<file path="config.mk">
export PLATFORM = sky130hd
export DESIGN_NAME = axil_read_arbiter_flat
export DESIGN_NICKNAME = d
export VERILOG_FILES = /design/src/rtl/axil_read_arbiter_pkg.sv /design/src/rtl/axil_read_arbiter_if.sv /design/src/rtl/axil_read_arbiter_rr_pick.sv /design/src/rtl/axil_read_arbiter.sv /design/src/flat_wrapper.sv
export SDC_FILE = /design/constraint.sdc
export NUM_CORES = 1
export LEC_CHECK = 0
export CAP_MARGIN = 0
export CORE_ASPECT_RATIO = 0.8
export CORE_MARGIN = 3
export CORE_UTILIZATION = 40
export DETAILED_ROUTE_END_ITERATION = 8
export PLACE_DENSITY_LB_ADDON = 0.08
export SYNTH_ARGS = -nofsm -noshare
export SYNTH_HDL_FRONTEND = slang
export SYNTH_SLANG_ARGS = --single-unit
</file>
<file path="constraint.sdc">
create_clock -name ACLK -period 2.5 [get_ports ACLK]
set_input_delay 0.25 -clock ACLK [delete_from_list [all_inputs] [get_ports ACLK]]
set_output_delay 0.25 -clock ACLK [all_outputs]
set_load 0.01 [all_outputs]
</file>
<file path="src/rtl/axil_read_arbiter_pkg.sv">
// Shared definitions for the AXI-Lite read arbiter: FSM encoding, the data
// value returned with a timeout error, and a small index-wrapping helper.
package axil_read_arbiter_pkg;

  typedef enum logic [1:0] {
    ST_IDLE = 2'd0,
    ST_ADDR = 2'd1,
    ST_DATA = 2'd2
  } arb_state_t;

  localparam int unsigned TIMEOUT_ERR_DATA = 0;
  localparam int CNT_W = 16;

  // Next index after cur, wrapping at n.
  function automatic int wrap_inc(input int cur, input int n);
    return (cur + 1 >= n) ? 0 : cur + 1;
  endfunction

endpackage

</file>
<file path="src/rtl/axil_read_arbiter_if.sv">
// Requester-side and AXI-Lite read-slave-side signals of the arbiter.
// Handshakes: a transfer happens on a rising ACLK edge where valid and ready
// are both high; REQ_VALID/M_ARVALID hold with stable payload until then.
interface axil_read_arbiter_if #(
  parameter int REG_WIDTH = 32,
  parameter int NUM_REQ   = 4
);
  localparam int IDX_W = $clog2(NUM_REQ);

  logic [NUM_REQ-1:0]           REQ_VALID;
  logic [NUM_REQ*REG_WIDTH-1:0] REQ_ADDR;
  logic [NUM_REQ-1:0]           REQ_READY;
  logic [NUM_REQ-1:0]           RSP_VALID;
  logic [REG_WIDTH-1:0]         RSP_DATA;
  logic                         RSP_ERR;
  logic [IDX_W-1:0]             GRANT_ID;
  logic                         BUSY;
  logic [REG_WIDTH-1:0]         M_ARADDR;
  logic                         M_ARVALID;
  logic                         M_ARREADY;
  logic [REG_WIDTH-1:0]         M_RDATA;
  logic                         M_RVALID;
  logic                         M_RREADY;

  modport master (
    input  REQ_VALID, REQ_ADDR, M_ARREADY, M_RDATA, M_RVALID,
    output REQ_READY, RSP_VALID, RSP_DATA, RSP_ERR, GRANT_ID, BUSY,
           M_ARADDR, M_ARVALID, M_RREADY
  );

  modport slave (
    output REQ_VALID, REQ_ADDR, M_ARREADY, M_RDATA, M_RVALID,
    input  REQ_READY, RSP_VALID, RSP_DATA, RSP_ERR, GRANT_ID, BUSY,
           M_ARADDR, M_ARVALID, M_RREADY
  );

endinterface

</file>
<file path="src/rtl/axil_read_arbiter_rr_pick.sv">
// Combinational round-robin priority encoder: first set request bit found
// scanning upward from ptr, wrapping modulo NUM_REQ.
module rr_pick #(
  parameter  int NUM_REQ = 4,
  localparam int IDX_W   = $clog2(NUM_REQ)
) (
  input  logic [NUM_REQ-1:0] req,
  input  logic [IDX_W-1:0]   ptr,
  output logic [IDX_W-1:0]   winner,
  output logic               any
);

  int idx;

  // Scan from the farthest offset down so the closest-to-ptr request wins.
  always_comb begin
    winner = '0;
    any    = |req;
    idx    = 0;
    for (int off = NUM_REQ - 1; off >= 0; off--) begin
      idx = int'(ptr) + off;
      if (idx >= NUM_REQ) idx = idx - NUM_REQ;
      if (req[IDX_W'(idx)]) winner = IDX_W'(idx);
    end
  end

endmodule

</file>
<file path="src/rtl/axil_read_arbiter.sv">
// Round-robin arbiter sharing one AXI-Lite read slave among NUM_REQ
// requesters, one outstanding read at a time, with a timeout abort.
module axil_read_arbiter
  import axil_read_arbiter_pkg::*;
#(
  parameter int REG_WIDTH = 32,
  parameter int NUM_REQ   = 4,
  parameter int TIMEOUT   = 255
) (
  input  logic                 ACLK,
  input  logic                 ARESETN,
  axil_read_arbiter_if.master  bus,
  output arb_state_t           state_dbg
);

  localparam int IDX_W = $clog2(NUM_REQ);
  localparam logic [CNT_W-1:0] TIMEOUT_CNT = CNT_W'(TIMEOUT);

  arb_state_t           state_q, state_d;
  logic [IDX_W-1:0]     ptr_q, ptr_d;
  logic [CNT_W-1:0]     cnt_q, cnt_d;
  logic [NUM_REQ-1:0]   req_ready_q, req_ready_d;
  logic [NUM_REQ-1:0]   rsp_valid_q, rsp_valid_d;
  logic                 rsp_err_q, rsp_err_d;
  logic [REG_WIDTH-1:0] rsp_data_q, rsp_data_d;
  logic [IDX_W-1:0]     grant_q, grant_d;
  logic                 busy_q, busy_d;
  logic [REG_WIDTH-1:0] araddr_q, araddr_d;
  logic                 arvalid_q, arvalid_d;
  logic                 rready_q, rready_d;

  logic [IDX_W-1:0]     pick_winner;
  logic                 pick_any;

  rr_pick #(.NUM_REQ(NUM_REQ)) u_pick (
    .req    (bus.REQ_VALID),
    .ptr    (ptr_q),
    .winner (pick_winner),
    .any    (pick_any)
  );

  always_comb begin
    state_d     = state_q;
    ptr_d       = ptr_q;
    cnt_d       = cnt_q;
    req_ready_d = '0;
    rsp_valid_d = '0;
    rsp_err_d   = 1'b0;
    rsp_data_d  = rsp_data_q;
    grant_d     = grant_q;
    busy_d      = busy_q;
    araddr_d    = araddr_q;
    arvalid_d   = arvalid_q;
    rready_d    = rready_q;

    case (state_q)
      ST_IDLE: begin
        if (pick_any) begin
          araddr_d                 = bus.REQ_ADDR[int'(pick_winner)*REG_WIDTH +: REG_WIDTH];
          arvalid_d                = 1'b1;
          rready_d                 = 1'b1;
          req_ready_d[pick_winner] = 1'b1;
          grant_d                  = pick_winner;
          cnt_d                    = '0;
          busy_d                   = 1'b1;
          state_d                  = ST_ADDR;
        end
      end
      ST_ADDR, ST_DATA: begin
        cnt_d = cnt_q + 1'b1;
        // R completion takes priority; it may arrive together with ARREADY.
        if (bus.M_RVALID && rready_q) begin
          rsp_data_d           = bus.M_RDATA;
          rsp_valid_d[grant_q] = 1'b1;
          arvalid_d            = 1'b0;
          rready_d             = 1'b0;
          busy_d               = 1'b0;
          ptr_d                = IDX_W'(wrap_inc(int'(grant_q), NUM_REQ));
          state_d              = ST_IDLE;
        end else if (cnt_q == TIMEOUT_CNT) begin
          rsp_data_d           = REG_WIDTH'(TIMEOUT_ERR_DATA);
          rsp_valid_d[grant_q] = 1'b1;
          rsp_err_d            = 1'b1;
          arvalid_d            = 1'b0;
          rready_d             = 1'b0;
          busy_d               = 1'b0;
          ptr_d                = IDX_W'(wrap_inc(int'(grant_q), NUM_REQ));
          state_d              = ST_IDLE;
        end else if (state_q == ST_ADDR && bus.M_ARREADY) begin
          arvalid_d = 1'b0;
          state_d   = ST_DATA;
        end
      end
      default: state_d = ST_IDLE;
    endcase
  end

  always_ff @(posedge ACLK or negedge ARESETN) begin
    if (!ARESETN) begin
      state_q     <= ST_IDLE;
      ptr_q       <= '0;
      cnt_q       <= '0;
      req_ready_q <= '0;
      rsp_valid_q <= '0;
      rsp_err_q   <= 1'b0;
      rsp_data_q  <= '0;
      grant_q     <= '0;
      busy_q      <= 1'b0;
      araddr_q    <= '0;
      arvalid_q   <= 1'b0;
      rready_q    <= 1'b0;
    end else begin
      state_q     <= state_d;
      ptr_q       <= ptr_d;
      cnt_q       <= cnt_d;
      req_ready_q <= req_ready_d;
      rsp_valid_q <= rsp_valid_d;
      rsp_err_q   <= rsp_err_d;
      rsp_data_q  <= rsp_data_d;
      grant_q     <= grant_d;
      busy_q      <= busy_d;
      araddr_q    <= araddr_d;
      arvalid_q   <= arvalid_d;
      rready_q    <= rready_d;
    end
  end

  assign bus.REQ_READY = req_ready_q;
  assign bus.RSP_VALID = rsp_valid_q;
  assign bus.RSP_ERR   = rsp_err_q;
  assign bus.RSP_DATA  = rsp_data_q;
  assign bus.GRANT_ID  = grant_q;
  assign bus.BUSY      = busy_q;
  assign bus.M_ARADDR  = araddr_q;
  assign bus.M_ARVALID = arvalid_q;
  assign bus.M_RREADY  = rready_q;
  assign state_dbg     = state_q;

endmodule

</file>
<file path="src/flat_wrapper.sv">
// flat-port wrapper written by rule: the top's interface ports become plain ports
module axil_read_arbiter_flat import axil_read_arbiter_pkg::*;
#(
  parameter int REG_WIDTH = 32,
  parameter int NUM_REQ   = 4,
  parameter int TIMEOUT   = 255
)
  (ACLK, ARESETN, state_dbg, bus_REQ_VALID, bus_REQ_ADDR, bus_M_ARREADY, bus_M_RDATA, bus_M_RVALID, bus_REQ_READY, bus_RSP_VALID, bus_RSP_DATA, bus_RSP_ERR, bus_GRANT_ID, bus_BUSY, bus_M_ARADDR, bus_M_ARVALID, bus_M_RREADY);
  axil_read_arbiter_if #(.REG_WIDTH(REG_WIDTH), .NUM_REQ(NUM_REQ)) bus_i ();
  input  logic ACLK;
  input  logic ARESETN;
  output arb_state_t state_dbg;
  input wire logic [$bits(bus_i.REQ_VALID)-1:0] bus_REQ_VALID;
  input wire logic [$bits(bus_i.REQ_ADDR)-1:0] bus_REQ_ADDR;
  input wire logic [$bits(bus_i.M_ARREADY)-1:0] bus_M_ARREADY;
  input wire logic [$bits(bus_i.M_RDATA)-1:0] bus_M_RDATA;
  input wire logic [$bits(bus_i.M_RVALID)-1:0] bus_M_RVALID;
  output wire logic [$bits(bus_i.REQ_READY)-1:0] bus_REQ_READY;
  output wire logic [$bits(bus_i.RSP_VALID)-1:0] bus_RSP_VALID;
  output wire logic [$bits(bus_i.RSP_DATA)-1:0] bus_RSP_DATA;
  output wire logic [$bits(bus_i.RSP_ERR)-1:0] bus_RSP_ERR;
  output wire logic [$bits(bus_i.GRANT_ID)-1:0] bus_GRANT_ID;
  output wire logic [$bits(bus_i.BUSY)-1:0] bus_BUSY;
  output wire logic [$bits(bus_i.M_ARADDR)-1:0] bus_M_ARADDR;
  output wire logic [$bits(bus_i.M_ARVALID)-1:0] bus_M_ARVALID;
  output wire logic [$bits(bus_i.M_RREADY)-1:0] bus_M_RREADY;
  assign bus_i.REQ_VALID = bus_REQ_VALID;
  assign bus_i.REQ_ADDR = bus_REQ_ADDR;
  assign bus_i.M_ARREADY = bus_M_ARREADY;
  assign bus_i.M_RDATA = bus_M_RDATA;
  assign bus_i.M_RVALID = bus_M_RVALID;
  assign bus_REQ_READY = bus_i.REQ_READY;
  assign bus_RSP_VALID = bus_i.RSP_VALID;
  assign bus_RSP_DATA = bus_i.RSP_DATA;
  assign bus_RSP_ERR = bus_i.RSP_ERR;
  assign bus_GRANT_ID = bus_i.GRANT_ID;
  assign bus_BUSY = bus_i.BUSY;
  assign bus_M_ARADDR = bus_i.M_ARADDR;
  assign bus_M_ARVALID = bus_i.M_ARVALID;
  assign bus_M_RREADY = bus_i.M_RREADY;
  axil_read_arbiter #(.REG_WIDTH(REG_WIDTH), .NUM_REQ(NUM_REQ), .TIMEOUT(TIMEOUT)) u_core (.ACLK(ACLK), .ARESETN(ARESETN), .bus(bus_i), .state_dbg(state_dbg));
endmodule
</file>
==> reports/metrics.cfg, run 1 <==
[logic_synthesis]
synth_top_family_by_area=compound AO/OA/AOI/OAI gates
syn_inst=466
yosys_warnings=0
synth_compound_area_share_pct=20.4
avgSynthCellArea_sq_um=10.5
syn-num-nets=643
synthTopCellsByArea=dfrtp_1 (50%), a211oi_1 (9.9%), mux2i_1 (6.8%), a22o_1 (5.7%), and3_1 (4.4%)
yosysSeqAreaShare_pct=49.8
synth-simple-area-share_pct=14.8
postSynthRegisterBits=97
synth-xor-area-share_pct=1.08
post-synth-top-area-fraction_pct=49.8
netlist_area_sq_mm=0.00488
ys_types=44
synthMuxAreaShare_pct=7.24
synth_area_leader_cell=dfrtp_1
yosys.area_share.adder_pct=2.31

[setup_path]
critPathMaxStageDelay_ns=0.55
arrival_ns=2.34
crit_family=simple AND/OR/NAND/NOR gates
cp-end-kind=flip-flop
r2r_cells=5
reg2reg_to=u_core.ptr_q[1]$_DFFE_PN0P_
cp.required_ns=2.71
r2r_setup_slack_ns=0.37
slowest_stage=or4_1
crit-reg2reg-launch=u_core.cnt_q[13]$_DFFE_PN0P_
worst_setup_path_start_kind=flip-flop
path_class=reg2reg
cp_cell_sequence=or4_1, nor2_2, a21boi_1, nand2b_4, mux2_1
path_buf_inv=0
path_max_fanout=38

[timing]
finalHoldViolCount=0
slew_viol_final=0
rsz0062_at_grt=false
fin_crit_ns=2.13
finalSetupTns_ns=0
fin_skew_ns=0.00769
setup_viol=0
worst_pin_slew_ns=0.628
clock.fmax_ghz=0.470
fin_crit_sh_pct=85.1
slew_headroom_pct=58.1

[cts]
htree_num_levels=3
cts_tree=built
cts_resized=0
path_clk_slew_ns=0.07
root_buffer=clkbuf_16
clock_latency_ns=0.34
clock_path_buffers=2
cts_buffers=9
clock_sinks=97

[global_route]
grt.met1_usage_pct=29.0
grt-ovfl-total=0
grt_pass1_vias=4702
antenna_found_initial=0
busiest_layer=met2
grt_pass1_wl_microns=24400
grt_max_degree=49
grt_use_met2_pct=37.4
grt_usage_pct=22.6
use_met3_pct=5.67

[die]
design.die.area_sq_mm=0.0136
coreArea_sq_mm=0.0117
fp.dieW_microns=129
start_util_pct=41.7
io_pins=248
die_h_microns=105
fp-row-count=35

[routing]
route.detailed.drc=0
wire_per_inst_microns=17.9
routed_wl_microns=15400
first_pass_iters=4
vias_per_cell=5.31
drt_iter0_drc=174
vias=4572
postRouteAntennaNets=0

[place]
numPortBuffers=247
gp_congestion=0.836
postPlaceCellArea_sq_mm=0.00754
dp_hpwl_microns=11800

[run]
max_cap_viol_count=0

[layout]
antenna_cells=0
areaGrowthSynthToFinish_pct=60.5
nets=885
drive_above_1_share_pct=6.17
postLayoutCellArea_sq_mm=0.00783

[power_and_ir_drop]
leakage_nw=3.39
power_density_mw_per_mm2=1050
vdd_ir_drop_max_mv=0.509

[worst_hold_path]
hold_class=in2async

[status]
status=finished clean

[kinds of logic after synthesis]
kind of cell	after synthesis
xor+xnor	6
simple gates	141
fa+ha+maj	9
mux	35
flops	97
compound gates	132
buf+inv	46
[placed cells by master (no fill, tap or decap), types with 2 or more instances in the layout]
cell             instances
a211oi_1                64
nand4_1                  4
nor3_1                   2
nor2_2                   2
o21ai_0                 15
clkbuf_16                9
clkinv_4                 2
a21o_1                   2
ha_1                     9
and3_1                  34
mux2_1                   2
a22o_1                  32
inv_1                   11
and2_1                   3
nor2_1                  44
xor2_1                   6
o41ai_1                  2
a21oi_1                  5
buf_4                   16
dfrtp_1                 97
or4_1                    3
nand2_1                 26
or2_1                    2
nor2b_1                  4
inv_6                    2
nand2b_1                 2
mux2i_1                 33
o31ai_1                  3
clkdlybuf4s50_1        246
nand3_1                  8
clkinvlp_4               2
buf_12                   3
[cell usage after synthesis (all sizes together)]
master	instances
nand2b	3
or4	3
nand3	8
o221ai	1
nand4	4
or2	2
a311oi	1
o21ai	16
and3	34
nor3	3
ha	9
mux2	2
a21oi	5
nor4	1
o41ai	2
dfrtp	97
o31ai	3
buf	13
o21a	1
a21o	2
o32a	1
a21boi	2
and2	3
and4	1
xor2	6
nor2	46
clkbuf	22
a22o	32
a211oi	65
nor2b	5
nand2	27
mux2i	33
inv	11
nor3b	1
o211ai	1
[sequential cells by signal, summed over array words and instances (netlist names)]
signal	count
u_core.ptr_q	2
u_core.bus.RSP_ERR	1
u_core.cnt_q	16
u_core.bus.GRANT_ID	2
u_core.bus.M_ARVALID	1
u_core.bus.BUSY	1
u_core.bus.RSP_VALID	4
u_core.bus.RSP_DATA	32
u_core.bus.REQ_READY	4
u_core.state_dbg	2
u_core.bus.M_ARADDR	32
[report_power, final]
group / total (mW) / leakage [nW] / internal (mW) / switching (mW)
Combinational: 4.34 / 2.07 / 2.25 / 2.09
Clock: 1.29 / 0.132 / 0.683 / 0.608
Sequential: 2.60 / 1.19 / 2.21 / 0.388
[through the flow]
step / setup slack [ns] / power, mW / instances / utilization, % / hold slack [ns]
detailed placement: 0.186 / 6.99 / 844 / 64.5 / 0.311
finish: 0.374 / 8.23 / 861 / 66.9 / 0.466
global route: 0.227 / 8.83 / 861 / 66.9 / 0.508
global placement: 0.287 / 6.88 / 844 / 64.5 / 0.304
CTS: 0.362 / 8.32 / 861 / 66.9 / 0.486
floorplan: 0.594 / 4.91 / 466 / - / -0.0456
[layer usage]
metal	vias up	wire length, microns
met1	2167	6460
li1	2209	-
met4	0	370
met5	-	0
met3	30	1070
met2	166	7530
[area by class of cell]
class,count,area (sq um)
sequential,97,2430
clock buffer,9,225
multi-input combinational,323,2240
fill,937,3860
timing repair buffer,266,2650
clock inverter,7,55.1
inverter,11,41.3
tap,148,185
[what timing repair did]
| item | 4_1_cts | 5_1_grt |
|---|---|---|
| hold buffers | 1 | 0 |
| endpoints found under the hold margin | 45 | 0 |
| setup buffers | 0 | 0 |
[worst max path at each step]
stage	end	from	depth (start not counted)
after floorplan	u_core.bus.RSP_DATA[15]$_DFFE_PN0P_	u_core.cnt_q[0]$_DFFE_PN0P_	8
after global placement	u_core.cnt_q[15]$_DFFE_PN0P_	bus_REQ_VALID[2]	7
after detailed placement	u_core.bus.M_ARADDR[26]$_DFFE_PN0P_	bus_REQ_VALID[2]	7
after CTS	u_core.ptr_q[1]$_DFFE_PN0P_	u_core.cnt_q[13]$_DFFE_PN0P_	5
after global routing	u_core.ptr_q[0]$_DFFE_PN0P_	u_core.cnt_q[13]$_DFFE_PN0P_	5
final	u_core.ptr_q[1]$_DFFE_PN0P_	u_core.cnt_q[13]$_DFFE_PN0P_	5
Note: power is estimated with default switching activity, not from simulation.
==> inputs of run 2 (changes only) <==
--- a/config.mk
+++ b/config.mk
@@ -9,6 +9,7 @@
 export CORE_ASPECT_RATIO = 0.8
 export CORE_MARGIN = 3
 export CORE_UTILIZATION = 40
+export CTS_CLUSTER_DIAMETER = 200
 export DETAILED_ROUTE_END_ITERATION = 8
 export PLACE_DENSITY_LB_ADDON = 0.08
 export SYNTH_ARGS = -nofsm -noshare
==> results of run 2 <==
The final DEF is identical to that of run 1; final timing and power are the same.
